===== src/rtl/mem_arbiter.sv =====
// Round-robin arbiter sharing one memory data port among NumReq masters, one transaction in flight.
// Optional BUSY watchdog enabled by defining MEM_ARB_TIMEOUT_EN.
module mem_arbiter #(
    parameter int DWidth        = 32,
    parameter int NumReq        = 2,
    parameter int TimeoutCycles = 64
) (
    input  logic                     clk_i,
    input  logic                     rst_ni,
    input  logic [NumReq-1:0]        req_i,
    input  logic [NumReq-1:0]        write_i,
    input  logic [NumReq*DWidth-1:0] addr_i,
    input  logic [NumReq*DWidth-1:0] wdata_i,
    output logic [NumReq-1:0]        ready_o,
    output logic [DWidth-1:0]        rdata_o,
    output logic                     err_o,
    output logic                     mem_req_o,
    output logic                     mem_write_o,
    output logic [DWidth-1:0]        mem_addr_o,
    output logic [DWidth-1:0]        mem_wdata_o,
    input  logic                     mem_ready_i,
    input  logic [DWidth-1:0]        mem_rdata_i
);
    localparam int IdxW = (NumReq > 1) ? $clog2(NumReq) : 1;

    typedef enum logic [1:0] {IDLE, BUSY, RESP} state_e;

    state_e                         state_q, state_d;
    logic [IdxW-1:0]                gnt_q, gnt_d, rr_ptr_q, rr_ptr_d, sel, gnt_nxt;
    logic                           mem_req_q, mem_req_d, mem_write_q, mem_write_d;
    logic [DWidth-1:0]              mem_addr_q, mem_addr_d, mem_wdata_q, mem_wdata_d;
    logic [DWidth-1:0]              rdata_q, rdata_d;
    logic [NumReq-1:0]              ready_q, ready_d;
    logic [NumReq-1:0][DWidth-1:0]  addr_arr, wdata_arr;
    logic                           timeout;

    assign addr_arr  = addr_i;
    assign wdata_arr = wdata_i;

    // Scan offsets high to low so the requester closest to rr_ptr wins.
    function automatic logic [IdxW-1:0] rr_pick(input logic [NumReq-1:0] req,
                                                input logic [IdxW-1:0]   ptr);
        logic [IdxW-1:0] pick;
        int              j;
        pick = '0;
        for (int i = NumReq - 1; i >= 0; i--) begin
            j = int'(ptr) + i;
            if (j >= NumReq) j = j - NumReq;
            if (req[j]) pick = IdxW'(j);
        end
        return pick;
    endfunction

    assign sel     = rr_pick(req_i, rr_ptr_q);
    assign gnt_nxt = (int'(gnt_q) == NumReq - 1) ? '0 : gnt_q + IdxW'(1);

`ifdef MEM_ARB_TIMEOUT_EN
    localparam int CntW = $clog2(TimeoutCycles + 1);
    logic [CntW-1:0] cnt_q, cnt_d;
    logic            err_q, err_d;

    assign timeout = (state_q == BUSY) && (cnt_q == CntW'(TimeoutCycles - 1));
    // Counter is zero outside BUSY, so it restarts on every entry.
    assign cnt_d   = (state_q == BUSY) ? cnt_q + CntW'(1) : '0;
    assign err_d   = (state_q == BUSY) && !mem_ready_i && timeout;
    assign err_o   = err_q;

    always_ff @(posedge clk_i or negedge rst_ni) begin
        if (!rst_ni) begin
            cnt_q <= '0;
            err_q <= 1'b0;
        end else begin
            cnt_q <= cnt_d;
            err_q <= err_d;
        end
    end
`else
    assign timeout = 1'b0;
    assign err_o   = 1'b0;
`endif

    always_comb begin
        state_d     = state_q;
        gnt_d       = gnt_q;
        rr_ptr_d    = rr_ptr_q;
        mem_req_d   = mem_req_q;
        mem_write_d = mem_write_q;
        mem_addr_d  = mem_addr_q;
        mem_wdata_d = mem_wdata_q;
        rdata_d     = rdata_q;
        ready_d     = '0;
        case (state_q)
            IDLE: begin
                if (|req_i) begin
                    gnt_d       = sel;
                    mem_req_d   = 1'b1;
                    mem_write_d = write_i[sel];
                    mem_addr_d  = addr_arr[sel];
                    mem_wdata_d = wdata_arr[sel];
                    state_d     = BUSY;
                end
            end
            BUSY: begin
                if (mem_ready_i || timeout) begin
                    ready_d[gnt_q] = 1'b1;
                    mem_req_d      = 1'b0;
                    rr_ptr_d       = gnt_nxt;
                    state_d        = RESP;
                    if (!mem_ready_i)      rdata_d = '0;
                    else if (!mem_write_q) rdata_d = mem_rdata_i;
                end
            end
            RESP:    state_d = IDLE;
            default: state_d = IDLE;
        endcase
    end

    always_ff @(posedge clk_i or negedge rst_ni) begin
        if (!rst_ni) begin
            state_q     <= IDLE;
            gnt_q       <= '0;
            rr_ptr_q    <= '0;
            mem_req_q   <= 1'b0;
            mem_write_q <= 1'b0;
            mem_addr_q  <= '0;
            mem_wdata_q <= '0;
            rdata_q     <= '0;
            ready_q     <= '0;
        end else begin
            state_q     <= state_d;
            gnt_q       <= gnt_d;
            rr_ptr_q    <= rr_ptr_d;
            mem_req_q   <= mem_req_d;
            mem_write_q <= mem_write_d;
            mem_addr_q  <= mem_addr_d;
            mem_wdata_q <= mem_wdata_d;
            rdata_q     <= rdata_d;
            ready_q     <= ready_d;
        end
    end

    assign ready_o     = ready_q;
    assign rdata_o     = rdata_q;
    assign mem_req_o   = mem_req_q;
    assign mem_write_o = mem_write_q;
    assign mem_addr_o  = mem_addr_q;
    assign mem_wdata_o = mem_wdata_q;
endmodule


===== config.mk =====
export PLATFORM = sky130hd
export DESIGN_NAME = mem_arbiter
export DESIGN_NICKNAME = d
export VERILOG_FILES = /design/src/rtl/mem_arbiter.sv
export SDC_FILE = /design/constraint.sdc
export NUM_CORES = 1
export LEC_CHECK = 0
export CORE_AREA = 8 8 126 128
export DETAILED_ROUTE_END_ITERATION = 6
export DIE_AREA = 0 0 134 136
export GPL_TIMING_DRIVEN = 0
export PLACE_DENSITY = 0.76
export SLEW_MARGIN = 20
export SYNTH_ARGS = -nofsm -noshare
export SYNTH_HDL_FRONTEND = slang
export SYNTH_SLANG_ARGS = --single-unit

===== constraint.sdc =====
create_clock -name clk_i -period 1.5 [get_ports clk_i]
set_input_delay 0.3 -clock clk_i [delete_from_list [all_inputs] [get_ports clk_i]]
set_output_delay 0.3 -clock clk_i [all_outputs]
set_load 0.02 [all_outputs]

* Word-level counts from Yosys, hierarchy flattened *
Cells that the tools add are included.

storage, ports and cells
  register bits after elaboration = 104
  input port bits = 167
  output and inout bits = 101
  logic and storage cells = 60

cells by class
  add/subtract/negate cells = 4
  order comparisons = 7
  equal/unequal tests = 3
  multiplexer cells = 27
  bitwise logic cells = 1
  reductions and logical operators = 9

operator list
  operator                                              number
  2-to-1 mux 32 bit                                     6
  < comparator 32 x 3 -> 1 bit (second input constant)  2
  2-to-1 mux 1 bit                                      14
  2-to-1 mux 2 bit                                      4
  AND reduction 2 bit                                   3
  AND reduction 3 bit                                   2
  < comparator 1 x 2 -> 1 bit (second input constant)   2
  inequality test 2 bit (second input constant)         2
  one-hot mux 2 bit (2 select lines)                    1
  subtractor 1 x 2 -> 3 bit (second input constant)     1
  subtractor 2 x 2 -> 3 bit (second input constant)     1
  adder 1 x 1 -> 2 bit (second input constant)          1
  equality test 2 x 1 -> 1 bit (second input constant)  1
  >= comparator 1 x 2 -> 1 bit (second input constant)  1
  >= comparator 2 bit (second input constant)           1
  zero test 2 bit                                       1
  one-hot mux 1 bit (2 select lines)                    1
  nonzero test 2 bit                                    1
  OR reduction 2 bit                                    1
  adder 1 bit (second input constant)                   1
  demux 1 bit (select 1 bit)                            1
  >= comparator 1 bit (second input constant)           1
  logical AND 1 bit                                     1
  inverter 1 bit                                        1

* Depth between registers and ports, before layout *
  depth in word-level cells = 10
  mapped depth = 6
  depth with buffers taken out = 4

* Worst setup path after synthesis *
OpenSTA, ideal clock, no wires.

  path type = register to register
  from = reg state_q[1]
  to = reg rdata_q[10], in the netlist rdata_o[10]
  arrival = 1301 ps
  setup slack = 74 ps
  stages on the path, launching flop included = 5
  path buffers = 1
  clock period less this slack = 1426 ps
  path through = dfrtp_1 -> nand3b_1 -> nor2_2 -> buf_4 -> mux2_2

between the ends
  cells in the longest elaborated chain, start to end = 2

ends and longest elaborated chain
  what                                  line  RTL
  start, declared                       28    state_e state_q, state_d;
  start signal, assigned                130   state_q <= state_d;
  equality test 2 x 1 -> 1 bit          92    case (state_q)
  AND reduction 3 bit (no source line)  --
  end signal, assigned                  137   rdata_q <= rdata_d;
  end, declared                         32    logic [DWidth-1:0] rdata_q, rdata_d;

Every way passes these cells.
A chain may end at the register's enable or synchronous reset.

* Final worst setup path *
  from = reg state_q[1]
  to = reg rdata_q[18], in the netlist rdata_o[18]

The elaborated chain is that of the path after synthesis.

==> reports/summary.txt <==
Endpoint, Worst Hold -> ready_o[0]
CTS buffer count -> 9
Share of layout cells above drive strength 1 -> 14.0%
Tcrit/Tclk final -> 98.1%
Outcome -> complete, no violations
Fin. max-slew vios -> 0
Rows -> 44
Worst Min Path Start -> gnt_q
Area Growth Syn to Fin -> 70.4%
Final instance area -> 8040 um2
Initial antenna violation count -> 0
Post-Syn Nets -> 639
I/O pins -> 268
Syn_area_per_cell -> 10.0 um2
Worst clock skew -> 0.00619 ns
Vert. Die Dim -> 136 um
Hold crit path type -> register to register
Post-synth ARST share -> 100%
Clock buffer depth -> 2
HPWL Detailed -> 14.6 mm
Cells after synthesis -> 472
Cells along the critical path -> nand3b_1, nor2_4, buf_6, mux2_2
WP data required -> 1.73 ns
Cell variety after synth -> 23
Core ar. -> 14000 um2
Final GP Congestion -> 0.812
CP Max Fanout -> 10
Synth Warn # -> 0
Fin crit period -> 1.47 ns
Main combinational cell family by area after synthesis -> compound AO/OA/AOI/OAI gates
FMAX -> 0.680 GHz
Compound-Gate Fraction of Synth Area -> 22.6%
Gr ovfl total -> 0
Hold path cells -> 1
Number of max-cap violations -> 0
Die ar. -> 18200 um2
R2R setup slack -> 0.03 ns
Yosys reg bits -> 104
Port buffer count -> 266
Seq/Total Area, Yosys -> 55.1%
# clock sinks -> 104
Global Route Usage Sum -> 20.0%
CTS tree -> yes
Global-route wire length before repair -> 28.9 mm
XOR/XNOR Fraction of Synth Area -> 0%
Final ANT Viol Nets -> 0
Largest net degree at the start of global routing -> 59
H-Tree Depth -> 3
Prevailing post-synth register cell -> dfrtp_1
Mux cell area share after synthesis -> 7.64%
Ant. Diodes -> 0
Setup violators final -> 0
Initial cell density of the core -> 33.6%
Clock root cell -> clkbuf_16
Post-Synth Simple-Gate Area -> 8.59%
Die Width -> 134 um
Hold Slack -> 0.432 ns
Number of remaining DRC errors -> 0
Iter 0 DRT Violations -> 280
WP data arrival -> 1.71 ns
RR Endpoint -> rdata_o[18]
Cells on worst reg2reg path -> 4
Worst VDD drop -> 818 uV
Crit end category -> register
Fill cells -> 1280
Crit-path slowest cell -> dfrtp_1
Number of flops mapped to enable cells by yosys -> 0
Final Hold Fails -> 0
Leak Pwr -> 3.34 nW
Synth Area in Adders -> 0%
Vias in the first global route -> 5265
Vias per inst -> 5.39
Clk pin slew, worst setup/hold paths -> 0.07 ns
Post-DP Area -> 7640 um2
Worst r2r src -> state_q[1]
CP max stage delay -> 0.38 ns
TritonRoute pass-1 iters -> 5
Synthesized cell area -> 4720 um2
PD cells -> 1900 nW/um2
Latest clock arrival within the worst-skew pair -> 0.34 ns
Final wirelength -> 19.1 mm
Final Net Count -> 925
RSZ-0062 raised after global routing -> yes
Startpoint type of the worst setup path -> register
Total number of vias -> 5101
Crit Path Class -> register to register
Routed WL per cell -> 20.2 um
-- report_power, final --
group,leakage (nW),total [W],switching [W],internal [W]
clock network,0.150,0.00247,0.00111,0.00136
logic,1.99,0.00788,0.00457,0.00331
registers,1.19,0.00496,0.000749,0.00421
total,3.34,0.0153,0.00643,0.00888
-- kinds of logic after synthesis --
family,after synthesis
AND/OR/NAND/NOR,81
AO/OA/AOI/OAI,197
other,1
flip-flops,104
multiplexers,32
buffers and inverters,57
-- cells in the mapped netlist (2+ instances only) --
master	number	area, um2
dfrtp_1	104	2600
mux2_2	29	327
buf_6	4	45.0
a21oi_1	65	325
nor2_1	5	18.8
buf_1	2	7.51
buf_4	6	45.0
nand2b_1	2	12.5
clkbuf_1	31	116
inv_1	2	7.51
nand2_1	3	11.3
buf_2	11	55.1
mux2_1	3	33.8
a31oi_1	65	407
o21ai_0	67	335
nand3_1	66	330
-- layer usage --
metal  up-vias  track usage, %  wire (um)
li1       2324               -          -
met1      2493            23.8       7610
met2       257            33.4       9280
met3        27            6.47       1800
met4         0            6.80        405
met5         -               0          0
-- critical path: cells and delay by family, from the launching register on --
| family | cells | cell delay, ns |
|---|---|---|
| flip-flops | 1 | 0.38 |
| buffers and inverters | 1 | 0.19 |
| AND/OR/NAND/NOR | 2 | 0.45 |
| multiplexers | 1 | 0.34 |
-- per-stage QoR --
| step | cells | setup WS [ns] | total power (W) | setup TNS [ns] | utilization [%] |
|---|---|---|---|---|---|
| final | 947 | 0.0290 | 0.0153 | 0 | 57.3 |
| after global routing | 947 | -0.0633 | 0.0162 | -0.860 | 57.3 |
| after CTS | 942 | -0.0181 | 0.0151 | -0.0461 | 56.4 |
| after detailed placement | 923 | -0.780 | 0.0135 | -56.18 | 54.4 |
| after global placement | 922 | -3.75 | 0.0133 | -439.85 | 54.2 |
| after floorplan | 472 | 0.0743 | 0.00920 | 0 | - |
-- what timing repair did --
action | 4_1_cts | 5_1_grt
setup buffers | 2 | 3
endpoints found under the setup margin | 191 | 89
resized for setup | 132 | 51
hold buffers | 1 | 0
pin swaps | 1 | 2
endpoints found under the hold margin | 46 | 0
cloned | 0 | 2
-- how the worst max path moves through the flow --
stage / endpoint / from / cells past startpoint
after floorplan: rdata_o[10] / state_q[1] / 4
after global placement: mem_addr_o[26] / rst_ni / 1
after detailed placement: mem_wdata_o[11] / req_i[1] / 6
after CTS: mem_addr_o[25] / state_q[1] / 5
after global routing: rdata_o[18] / state_q[1] / 4
final: rdata_o[18] / state_q[1] / 4
-- registers in the layout, summed over array words and instances, names as in the netlist --
| register | flops |
|---|---|
| gnt_q | 1 |
| mem_addr_o | 32 |
| mem_req_o | 1 |
| mem_wdata_o | 32 |
| mem_write_o | 1 |
| rdata_o | 32 |
| ready_o | 2 |
| rr_ptr_q | 1 |
| state_q | 2 |
-- cell usage in the layout (no fill, tap or decap), drive strengths merged --
cell,n
clkbuf,38
a31oi,65
clkinvlp,1
nand2,3
o21ai,67
dlygate4sd3,1
a21oi,65
clkdlybuf4s15,1
nor2b,1
dlymetal6s2s,1
and2,1
inv,6
clkinv,1
nand3b,1
conb,1
nor2,6
mux2,32
buf,35
dlygate4sd2,100
nand3,66
clkdlybuf4s50,163
or2,1
bufinv,1
dfrtp,104
nand2b,2
-- layout make-up --
class	instances	area [um2]	area share, %
timing repair buffer	275	2630	32.7
sequential	104	2600	32.4
multi-input combinational	311	1890	23.5
buffer	54	367	4.56
clock buffer	10	239	2.97
tap	184	230	2.86
clock inverter	6	72.6	0.902
inverter	3	11.3	0.140
(Power assumes the default switching activity.)
